<file path="src/rtl/traffic_ctrl_timed.sv">
// Timed two-road traffic light controller with EW demand/gap-out, pedestrian walk and night flash.
// Latency: lamp outputs are registered and change on the same edge that changes state.
// Backpressure: none; inputs are sampled every cycle, timing advances only on tick.
//
// Ports:
//   clk         system clock, rising edge
//   rst         synchronous active-low reset
//   tick        one-cycle time-base strobe; every duration counts ticks
//   ped_req     pedestrian button (level or pulse)
//   ew_car      EW vehicle detector (level)
//   flash_mode  night flash request (level)
//   ns, ew      lamp codes: 00 red, 01 green, 10 yellow, 11 dark
//   walk        pedestrian walk lamp
//   ped_pending latched pedestrian request awaiting service
//   phase       current state code
module traffic_ctrl_timed #(
    parameter int CNT_W       = 8,
    parameter int T_NS_GREEN  = 30,
    parameter int T_EW_GREEN  = 20,
    parameter int T_MIN_GREEN = 8,
    parameter int T_YELLOW    = 4,
    parameter int T_ALLRED    = 2,
    parameter int T_WALK      = 10
) (
    input  logic       clk,
    input  logic       rst,
    input  logic       tick,
    input  logic       ped_req,
    input  logic       ew_car,
    input  logic       flash_mode,
    output logic [1:0] ns,
    output logic [1:0] ew,
    output logic       walk,
    output logic       ped_pending,
    output logic [2:0] phase
);

    typedef enum logic [2:0] {
        ALLRED_NS = 3'd0,
        NS_GREEN  = 3'd1,
        NS_YELLOW = 3'd2,
        ALLRED_EW = 3'd3,
        EW_GREEN  = 3'd4,
        EW_YELLOW = 3'd5,
        PED_WALK  = 3'd6,
        FLASH     = 3'd7
    } state_t;

    localparam logic [1:0] LAMP_RED    = 2'b00;
    localparam logic [1:0] LAMP_GREEN  = 2'b01;
    localparam logic [1:0] LAMP_YELLOW = 2'b10;
    localparam logic [1:0] LAMP_DARK   = 2'b11;

    // Expiry thresholds: a phase of T ticks ends on the tick seen with elapsed == T-1.
    localparam logic [CNT_W-1:0] L_NS_GREEN  = CNT_W'(T_NS_GREEN - 1);
    localparam logic [CNT_W-1:0] L_EW_GREEN  = CNT_W'(T_EW_GREEN - 1);
    localparam logic [CNT_W-1:0] L_MIN_GREEN = CNT_W'(T_MIN_GREEN - 1);
    localparam logic [CNT_W-1:0] L_YELLOW    = CNT_W'(T_YELLOW - 1);
    localparam logic [CNT_W-1:0] L_ALLRED    = CNT_W'(T_ALLRED - 1);
    localparam logic [CNT_W-1:0] L_WALK      = CNT_W'(T_WALK - 1);
    localparam logic [CNT_W-1:0] CNT_MAX     = '1;

    state_t           state;
    state_t           state_nxt;
    logic [CNT_W-1:0] elapsed;
    logic             flash_ph;
    logic             flash_ph_nxt;
    logic             ped_nxt;
    logic [1:0]       ns_nxt;
    logic [1:0]       ew_nxt;
    logic             walk_nxt;

    logic exp_ns_green;
    logic exp_min_green;
    logic exp_yellow;
    logic exp_allred;
    logic exp_walk;
    logic ew_max_out;

    always_comb begin
        exp_ns_green  = tick && (elapsed >= L_NS_GREEN);
        exp_min_green = tick && (elapsed >= L_MIN_GREEN);
        exp_yellow    = tick && (elapsed >= L_YELLOW);
        exp_allred    = tick && (elapsed >= L_ALLRED);
        exp_walk      = tick && (elapsed >= L_WALK);
        ew_max_out    = tick && (elapsed == L_EW_GREEN);
    end

    // Next-state logic
    always_comb begin
        state_nxt    = state;
        flash_ph_nxt = flash_ph;
        case (state)
            ALLRED_NS: begin
                if (exp_allred) begin
                    if (flash_mode)       state_nxt = FLASH;
                    else if (ped_pending) state_nxt = PED_WALK;
                    else                  state_nxt = NS_GREEN;
                end
            end
            NS_GREEN: begin
                // Rests in green until the minimum has run and someone is waiting.
                if (exp_ns_green && (ew_car || ped_pending)) state_nxt = NS_YELLOW;
            end
            NS_YELLOW: begin
                if (exp_yellow) state_nxt = ALLRED_EW;
            end
            ALLRED_EW: begin
                if (exp_allred) state_nxt = EW_GREEN;
            end
            EW_GREEN: begin
                if (ew_max_out || (exp_min_green && !ew_car)) state_nxt = EW_YELLOW;
            end
            EW_YELLOW: begin
                if (exp_yellow) state_nxt = ALLRED_NS;
            end
            PED_WALK: begin
                if (exp_walk) state_nxt = NS_GREEN;
            end
            FLASH: begin
                if (tick) begin
                    if (!flash_mode) begin
                        state_nxt    = ALLRED_NS;
                        flash_ph_nxt = 1'b0;
                    end else begin
                        flash_ph_nxt = ~flash_ph;
                    end
                end
            end
            default: state_nxt = ALLRED_NS;
        endcase
    end

    // Pedestrian latch: entering the walk phase clears it, and that clear
    // beats a button press in the same cycle. Presses during the walk are ignored.
    always_comb begin
        ped_nxt = ped_pending;
        if ((state_nxt == PED_WALK) && (state != PED_WALK)) ped_nxt = 1'b0;
        else if (ped_req && (state != PED_WALK))            ped_nxt = 1'b1;
    end

    // Lamp decode from the next state so the registered lamps track the state register.
    always_comb begin
        ns_nxt   = LAMP_RED;
        ew_nxt   = LAMP_RED;
        walk_nxt = 1'b0;
        case (state_nxt)
            NS_GREEN:  ns_nxt   = LAMP_GREEN;
            NS_YELLOW: ns_nxt   = LAMP_YELLOW;
            EW_GREEN:  ew_nxt   = LAMP_GREEN;
            EW_YELLOW: ew_nxt   = LAMP_YELLOW;
            PED_WALK:  walk_nxt = 1'b1;
            FLASH: begin
                ns_nxt = flash_ph_nxt ? LAMP_YELLOW : LAMP_DARK;
                ew_nxt = flash_ph_nxt ? LAMP_RED    : LAMP_DARK;
            end
            default: begin
                ns_nxt = LAMP_RED;
                ew_nxt = LAMP_RED;
            end
        endcase
    end

    always_ff @(posedge clk) begin
        if (!rst) begin
            state       <= ALLRED_NS;
            elapsed     <= '0;
            flash_ph    <= 1'b0;
            ped_pending <= 1'b0;
            ns          <= LAMP_RED;
            ew          <= LAMP_RED;
            walk        <= 1'b0;
            phase       <= 3'd0;
        end else begin
            state       <= state_nxt;
            flash_ph    <= flash_ph_nxt;
            ped_pending <= ped_nxt;
            ns          <= ns_nxt;
            ew          <= ew_nxt;
            walk        <= walk_nxt;
            phase       <= state_nxt;
            if (state_nxt != state)              elapsed <= '0;
            else if (tick && elapsed != CNT_MAX) elapsed <= elapsed + 1'b1;
        end
    end

endmodule

</file>
<file path="config.mk">
export PLATFORM = sky130hd
export DESIGN_NAME = traffic_ctrl_timed
export DESIGN_NICKNAME = d
export VERILOG_FILES = /design/src/rtl/traffic_ctrl_timed.sv
export SDC_FILE = /design/constraint.sdc
export NUM_CORES = 1
export LEC_CHECK = 0
export ABC_CLOCK_PERIOD_IN_PS = 2450
export BUFFER_PORTS_ARGS = -buffer_cell sky130_fd_sc_hd__buf_2
export CAP_MARGIN = 20
export CORE_ASPECT_RATIO = 0.7
export CORE_UTILIZATION = 25
export DETAILED_ROUTE_END_ITERATION = 10
export GPL_ROUTABILITY_DRIVEN = 0
export PLACE_DENSITY = 0.49
export SYNTH_ARGS = -nofsm -noshare
export SYNTH_HDL_FRONTEND = slang
export SYNTH_SLANG_ARGS = --single-unit
</file>
<file path="constraint.sdc">
create_clock -name clk -period 2.45 [get_ports clk]
set_input_delay 0.6125 -clock clk [delete_from_list [all_inputs] [get_ports clk]]
set_output_delay 0.6125 -clock clk [all_outputs]
set_load 0.02 [all_outputs]
</file>
== After elaboration in Yosys (flattened, before gate mapping) ==
Cells that the tools add are included.

* Memory bits (writable): 0
* Memories: 0
* Output and inout bits: 9
* Logic and storage cells: 69
* Latch bits: 0
* Bits in read-only memories: 0
* Register bits: 18
* Input bits: 6

* Reduce and logical (&&, ||, !) cells: 17
* Multiplexer cells: 20
* $lt $le $gt $ge: 5
* Equality and inequality tests: 17
* Multiply operators: 0
* Bitwise operators: 2
* Add/sub/neg operators: 1
* Shift operators: 0
* Divide/modulo/power cells: 0

{| class="wikitable"
|+ Operators by type and width
! cell !! number
|-
| 3-bit 2-to-1 mux || 11
|-
| 3-bit equality test, second input constant || 8
|-
| 3-bit one-hot mux with 8 select lines || 1
|-
| 2-bit one-hot mux with 3 select lines || 2
|-
| 1-bit logical AND || 11
|-
| 3-bit by 2-bit equality test with 1-bit output, second input constant || 3
|-
| 8-bit by 1-bit adder with 8-bit output, second input constant || 1
|-
| 8-bit by 5-bit equality test with 1-bit output, second input constant || 1
|-
| 8-bit by 1-bit >= comparator with 1-bit output, second input constant || 1
|-
| 8-bit by 2-bit >= comparator with 1-bit output, second input constant || 1
|-
| 8-bit by 3-bit >= comparator with 1-bit output, second input constant || 1
|-
| 8-bit by 4-bit >= comparator with 1-bit output, second input constant || 1
|-
| 8-bit by 5-bit >= comparator with 1-bit output, second input constant || 1
|-
| 8-bit != test, second input constant || 1
|-
| 3-bit by 1-bit equality test with 1-bit output, second input constant || 2
|-
| 1-bit 2-to-1 mux || 5
|-
| 2-bit OR reduction || 2
|-
| 3-bit zero test || 1
|-
| 3-bit != test || 1
|-
| 3-bit != test, second input constant || 1
|-
| 1-bit logical OR || 2
|-
| 2-bit 2-to-1 mux || 1
|-
| 1-bit inverter || 2
|-
| 1-bit zero test || 1
|}

== Depth between registers and ports, before layout ==
Gate-level depths: netlist of the first run.

* Word-level depth: 9
* Mapped depth: 9
* Gate-level depth less buffers: 8

== Worst setup path before layout of the first run ==
No wires, ideal clock.

* Path type: in2reg
* Start point: input tick
* End point: register elapsed[0]
* Arrival time: 2.190 ns
* Slack: 0.174 ns
* Stages: 8
* Path buffers: 2
* Setup time: 0.086 ns
* Required time: 2.364 ns
* Cell sequence: clkbuf_1 > nand2_1 > nor3b_1 > a32o_1 > a211o_4 > or3_1 > buf_2 > a211oi_1

* Longest elaborated chain between the ends: 7
* Elaborated cells on any way between the ends: 21
* Classes of those cells: eq/ne: 1; mux: 9; reduce/logical: 11

{| class="wikitable"
|+ Ends and longest elaborated chain
! element !! line !! source
|-
| from (decl) || 27 || <nowiki>input logic tick,</nowiki>
|-
| 1-bit logical AND || 82 || <nowiki>exp_min_green = tick && (elapsed >= L_MIN_GREEN);</nowiki>
|-
| 1-bit logical AND || 112 || <nowiki>if (ew_max_out || (exp_min_green && !ew_car)) state_nxt = EW_YELLOW;</nowiki>
|-
| 1-bit logical OR || 112 ||
|-
| 3-bit 2-to-1 mux || 112 ||
|-
| 3-bit one-hot mux with 8 select lines || 93 || <nowiki>case (state)</nowiki>
|-
| 3-bit != test || 182 || <nowiki>if (state_nxt != state) elapsed <= '0;</nowiki>
|-
| 2-bit OR reduction (no line) || -- ||
|-
| to (signal assigned) || 183 || <nowiki>else if (tick && elapsed != CNT_MAX) elapsed <= elapsed + 1'b1;</nowiki>
|-
| to (decl) || 65 || <nowiki>logic [CNT_W-1:0] elapsed;</nowiki>
|}

Several ways; a longest one is shown, not always the timed one.
A chain may end at the register's enable or synchronous reset.

== Worst setup path after layout of the first run ==
* Start point: register elapsed[7]
* End point: register elapsed[5]

* Longest elaborated chain between the ends: 8
* Elaborated cells on any way between the ends: 27
* Classes of those cells: order compare: 5; eq/ne: 3; mux: 8; reduce/logical: 11

{| class="wikitable"
|+ Ends and longest elaborated chain
! element !! line
|-
| 8-bit by 3-bit >= comparator with 1-bit output || 82
|-
| 1-bit logical AND || 82
|-
| 1-bit logical AND || 112
|-
| 1-bit logical OR || 112
|-
| 3-bit 2-to-1 mux || 112
|-
| 3-bit one-hot mux with 8 select lines || 93
|-
| 3-bit != test || 182
|-
| 2-bit OR reduction (no line) || --
|}

Several ways; a longest one is shown, not always the timed one.

==> results of run 1 <==
## registers in the layout, summed over array words and instances (netlist names)
| register | cells |
|---|---|
| ns | 2 |
| ew | 2 |
| ped_pending | 1 |
| flash_ph | 1 |
| state | 3 |
| elapsed | 8 |
| walk | 1 |
## logic make-up after synthesis
kind of cell	count (synthesis)
XOR/XNOR	7
flip-flops	18
buffers and inverters	13
AND/OR/NAND/NOR	65
adder cells (fa/ha/maj)	3
AO/OA/AOI/OAI	45
## cell type report
cell class	instances	area (sq um)	area share
Clock buffer	4	55.1	0.0342
Inverter	6	22.5	0.0140
Multi-Input combinational cell	120	842	0.523
Sequential cell	18	362	0.225
Tap cell	69	86.3	0.0536
Timing Repair Buffer	37	243	0.151
## cell usage after synthesis (2+ instances only)
master / n
dfxtp_1: 18
nand2_1: 13
nand3_1: 7
xnor2_1: 6
a21oi_1: 10
inv_1: 6
nor3_1: 2
a32o_1: 2
a31oi_1: 3
o21ai_0: 4
o21a_1: 2
ha_1: 3
buf_2: 4
nor4_1: 3
a211oi_1: 8
nor3b_1: 2
or3_1: 2
nor2_1: 14
a21o_1: 2
nand4_1: 4
clkbuf_8: 2
nand2b_1: 3
nor2b_1: 2
o211ai_1: 2
or2_2: 2
## worst reg2reg max path: stages, from the launching register on
cell and delay [ns]:
dfxtp_1 0.31, or3_4 0.40, or4_4 0.50, a2111oi_4 0.37, a211o_4 0.16, buf_4 0.14
nand2_2 0.14, a211oi_1 0.24
## layer usage
layer | vias up | global-route usage | routed length [um]
li1 | 636 | - | -
met1 | 572 | 0.256 | 2060
met2 | 27 | 0.189 | 1220
met3 | 2 | 0.0201 | 162
met4 | 0 | 0.0286 | 20
met5 | - | 0 | 0
## per-stage QoR
stage               total power, mW  setup TNS, ns
floorplan                      1.17              0
global placement               1.53              0
detailed placement             1.51      -0.000685
finish                         1.82              0
global route                   1.97       -0.00305
CTS                            1.77              0
## power groups by stage
| stage | Sequential (mW) | Clock [mW] | Combinational (mW) |
|---|---|---|---|
| 6_report | 0.433 | 0.253 | 1.14 |
| 2_1_floorplan | 0.490 | 0 | 0.682 |
| 3_5_place_dp | 0.437 | 0 | 1.07 |
| 4_1_cts | 0.431 | 0.257 | 1.08 |
| 3_3_place_gp | 0.437 | 0 | 1.09 |
| 5_1_grt | 0.449 | 0.263 | 1.26 |
## worst paths after layout
check / depth (start not counted) / to
min: 2 / elapsed[0]
min reg2reg: 2 / elapsed[0]
max reg2reg: 7 / elapsed[5]
max: 7 / elapsed[5]
==> flow_metrics.env, run 1 <==
export IMPL_numCtsBuffers=3
export IMPL_end_kind="register"
export IMPL_clk_latency_ns=0.26
export IMPL_synth_edf_count=0
export IMPL_grt_max_degree=15
export IMPL_synth_simple_gate_area_frac=0.294
export IMPL_start_util=0.261
export IMPL_startpoint_type="register"
export IMPL_irDropWorstVdd_uv=338
export IMPL_fin_crit_sh=0.959
export IMPL_cp_slowest_cell="or4_4"
export IMPL_wire_per_inst_um=13.6
export IMPL_setup_violations=0
export IMPL_die_w_um=86.4
export IMPL_synthAdderAreaFrac=0.0301
export IMPL_synth_nets=160
export IMPL_clock_power_share=0.139
export IMPL_clk_path_buf_depth=2
export IMPL_cap_violations=0
export IMPL_fp_dieArea_sq_um=5280
export IMPL_yosys_cell_types_count=50
export IMPL_yosys_top_cells_area="dfxtp_1 (29%), a211oi_1 (4.8%), nor2_1 (4.2%)"
export IMPL_setup_ws_ns=0.101
export IMPL_drc_errors=2
export IMPL_stdcell_count=254
export IMPL_synth_xor_area_share=0.0491
export IMPL_hold_path_class="register to register"
export IMPL_critPathKind="register to register"
export IMPL_syn_avg_cell_area_sq_um=8.26
export IMPL_status="finished, violations left"
export IMPL_p_per_area_nw_per_um2=1130
export IMPL_critPathLaunch="elapsed[7]"
export IMPL_routed_via_density=4.87
export IMPL_timing_rr_start="elapsed[7]"
export IMPL_dp_cells=250
export IMPL_dp_hpwl_um=2690
export IMPL_postCtsSetupBuffers=0
export IMPL_crit_chain="or3_4 > or4_4 > a2111oi_4 > a211o_4 > buf_4 > nand2_2 > a211oi_1"
export IMPL_htreeDepth=1
export IMPL_dr_pass1_iters=7
export IMPL_gr_total_overflow=0
export IMPL_clkTransAtPathRegs_ns=0.07
export IMPL_synth_flop_cell="dfxtp_1"
export IMPL_portBuffers=14
export IMPL_synth_async_reset_ratio=0
export IMPL_syn2layout_area_growth_pct=29.1
export IMPL_dr_first_iter_drc_count=151
export IMPL_fmax_mhz=426
export IMPL_fp_dieH_um=61.1
export IMPL_critical_path_top_delay_family="simple AND/OR/NAND/NOR gates"
export IMPL_worstHoldStart="elapsed[0]"
export IMPL_drive_gt1_frac=0.324
export IMPL_row_count=21
export IMPL_p_leak_nw=0.625
export IMPL_route_vias_total=1237
export IMPL_critical_path_required_ns=2.62
export IMPL_cts_repair_resized=0
export IMPL_fin_nets=195
export IMPL_violations="DRC"
export IMPL_pre_cts_ws_ns=-0.000685
export IMPL_fin_util=0.337
export IMPL_synth_compound_area_frac=0.279
export IMPL_power_frac_seq=0.237
export IMPL_dpl_instance_area_sq_um=1530
export IMPL_antenna_cells=0
export IMPL_synth_mux_area_fraction=0
export IMPL_crit_buf_inv=1
export IMPL_antenna_found_initial=0
export IMPL_layout_commonest_cell="buf_4"
export IMPL_crit_fanout=8
export IMPL_yosys_area_top_type="dfxtp_1"
export IMPL_combPwrFrac=0.624
export IMPL_final_cell_mix="buf_4 (23), dfxtp_1 (17), nor2_1 (14), buf_2 (14), nand2_1 (13)"
export IMPL_syn_cell_area_sq_um=1250
export IMPL_hold_ws_ns=0.586
export IMPL_fin_area_sq_um=1610
export IMPL_clock_sinks=18
export IMPL_synth_top_family_by_area="simple AND/OR/NAND/NOR gates"
export IMPL_num_io_pins=15
export IMPL_maxSlewViolCount=0
export IMPL_worst_slew_margin_rel=0.595
export IMPL_critPathMaxStageDelay_ns=0.50
export IMPL_fillerInstances=542
export IMPL_ant_nets=0
export IMPL_worst_pin_slew_ns=0.600
export IMPL_internal_power_mw=0.987
export IMPL_cts_tree="yes"
export IMPL_yosysSeqAreaShare=0.289
export IMPL_core_area_sq_um=4780
export IMPL_grt_pass1_vias=1131
export IMPL_ys_warn_count=0
export IMPL_rrSetupSlack_ns=0.10
export IMPL_grt_pass1_wl_um=6030
export IMPL_hold_buffers=0
export IMPL_synth_top_area_share=0.289
export IMPL_crit_arrival_ns=2.52
export IMPL_synth_cells=151
export IMPL_p_switching_mw=0.836
export IMPL_hold_violations=0
export IMPL_clock_skew_final_ns=0.00867
export IMPL_wl_um=3460
export IMPL_power_switching_share=0.459
export IMPL_fin_crit_ns=2.35
export IMPL_root_buffer="clkbuf_8"
export IMPL_yosys_register_bits=18
export IMPL_grtUsageTotal=0.150
(Power assumes the default switching activity.)
==> run 2: changes to the inputs <==
PLACE_DENSITY = 0.45   (was 0.49)
==> run 2 against run 1 <==
The run still ends with DRC left; setup slack better by 0.036 ns; fmax up 1.6%; worst hold slack worse by 0.0076 ns; cell count down 1.2%; register-to-register slack better by 0.04 ns; combinational power about the same.
==> flow_metrics.env, run 2 (synthesis gave the netlist of run 1 again) <==
export IMPL_htreeDepth=1
export IMPL_routed_via_density=4.92
export IMPL_fin_crit_ns=2.31
export IMPL_setup_violations=0
export IMPL_grt_pass1_vias=1177
export IMPL_clk_latency_ns=0.26
export IMPL_numCtsBuffers=3
export IMPL_gr_total_overflow=0
export IMPL_worst_pin_slew_ns=0.637
export IMPL_regArea_sq_um=362
export IMPL_layout_commonest_cell="buf_4"
export IMPL_start_util=0.261
export IMPL_row_count=21
export IMPL_hold_violations=0
export IMPL_die_w_um=86.4
export IMPL_antenna_found_initial=0
export IMPL_wl_um=3430
export IMPL_dr_pass1_iters=7
export IMPL_fillerInstances=510
export IMPL_clock_sinks=18
export IMPL_largest_reg_flops=8
export IMPL_setup_ws_ns=0.137
export IMPL_multiInputGateArea_sq_um=851
export IMPL_hold_path_class="register to register"
export IMPL_fin_crit_sh=0.944
export IMPL_end_kind="register"
export IMPL_finalPower_mw=1.85
export IMPL_clkTransAtPathRegs_ns=0.07
export IMPL_dr_first_iter_drc_count=147
export IMPL_fp_dieArea_sq_um=5280
export IMPL_timing_rr_start="elapsed[7]"
export IMPL_grt_setup_unrepaired="false"
export IMPL_num_io_pins=15
export IMPL_p_leak_nw=0.614
export IMPL_fin_nets=192
export IMPL_clk_path_buf_depth=2
export IMPL_crit_arrival_ns=2.47
export IMPL_hold_buffers=0
export IMPL_route_vias_total=1234
export IMPL_grt_pass1_wl_um=5690
export IMPL_violations="DRC"
export IMPL_core_area_sq_um=4780
export IMPL_worst_slew_margin_rel=0.570
export IMPL_grt_max_degree=12
export IMPL_critPathLaunch="elapsed[7]"
export IMPL_worstHoldStart="elapsed[0]"
export IMPL_largest_register="elapsed"
export IMPL_critPathKind="register to register"
export IMPL_status="finished, violations left"
export IMPL_fp_dieH_um=61.1
export IMPL_irDropWorstVdd_uv=302
export IMPL_startpoint_type="register"
export IMPL_critical_path_required_ns=2.61
export IMPL_pre_cts_ws_ns=-0.0159
export IMPL_crit_fanout=5
export IMPL_final_cell_mix="buf_4 (20), dfxtp_1 (17), nor2_1 (14), buf_2 (14), nand2_1 (13)"
export IMPL_largestRegisters="elapsed x8, state x3"
export IMPL_wire_per_inst_um=13.7
export IMPL_clock_skew_final_ns=0.00264
export IMPL_root_buffer="clkbuf_8"
export IMPL_syn2layout_area_growth_pct=28.0
export IMPL_fmax_mhz=432
export IMPL_drc_errors=2
export IMPL_dp_hpwl_um=2700
export IMPL_cap_violations=0
export IMPL_ant_nets=0
export IMPL_cts_tree="yes"
export IMPL_maxSlewViolCount=0
export IMPL_antenna_cells=0
export IMPL_drive_gt1_frac=0.319
export IMPL_portBuffers=14
export IMPL_p_per_area_nw_per_um2=1160
export IMPL_grtUsageTotal=0.139
==> run 2: cell types whose count changed in the layout (fill, tap and decap cells not counted), sizes merged <==
cell	previous run	this run
buf	37	34
==> run 2: critical path, cell delays in order (launching register included) <==
cell and delay, ns:
dfxtp_1 0.32, or3_4 0.40, or4_4 0.50, a2111oi_4 0.36, a211o_4 0.15, buf_4 0.13
nor2_2 0.06, a2111oi_2 0.29
==> run 2: per-layer routing <==
layer | GRT usage | wire length [um]
met5 | 0 | 0
met4 | 0.0286 | 9
met3 | 0.0174 | 167
met2 | 0.223 | 1460
met1 | 0.201 | 1790
==> run 2: cell type report <==
type,count,share of cell area
tap,69,0.0541
multi-input combinational,120,0.533
sequential,18,0.226
inverter,6,0.0141
timing repair buffer,34,0.138
clock buffer,4,0.0345
==> run 2: repair_timing <==
item,CTS,global route
setup endpoints to repair,1,11
setup buffers,0,0
pin swaps,0,1
resized for setup,1,7
==> run 2: metrics by stage <==
step	cells	TNS [ns]	util	hold WS [ns]	area, sq um
2_1_floorplan	151	0	-	0.506	1250
3_3_place_gp	247	0	0.314	0.566	1500
3_5_place_dp	247	-0.0278	0.314	0.566	1500
4_1_cts	251	0	0.327	0.586	1560
5_1_grt	251	0	0.334	0.596	1600
6_report	251	0	0.334	0.578	1600
==> run 2: final timing paths <==
| kind | end | slack [ns] | cells after the start |
|---|---|---|---|
| max | ns[1] | 0.14 | 7 |
| min | elapsed[0] | 0.58 | 2 |
| min reg2reg | elapsed[0] | 0.58 | 2 |
| max reg2reg | ns[1] | 0.14 | 7 |
==> run 2: where the power goes <==
group | switching, mW | total (mW) | leakage (nW) | internal, mW
registers | 0.0771 | 0.440 | 0.147 | 0.363
logic | 0.660 | 1.16 | 0.439 | 0.501
clock network | 0.107 | 0.250 | 0.0288 | 0.143
total | 0.845 | 1.85 | 0.614 | 1.01
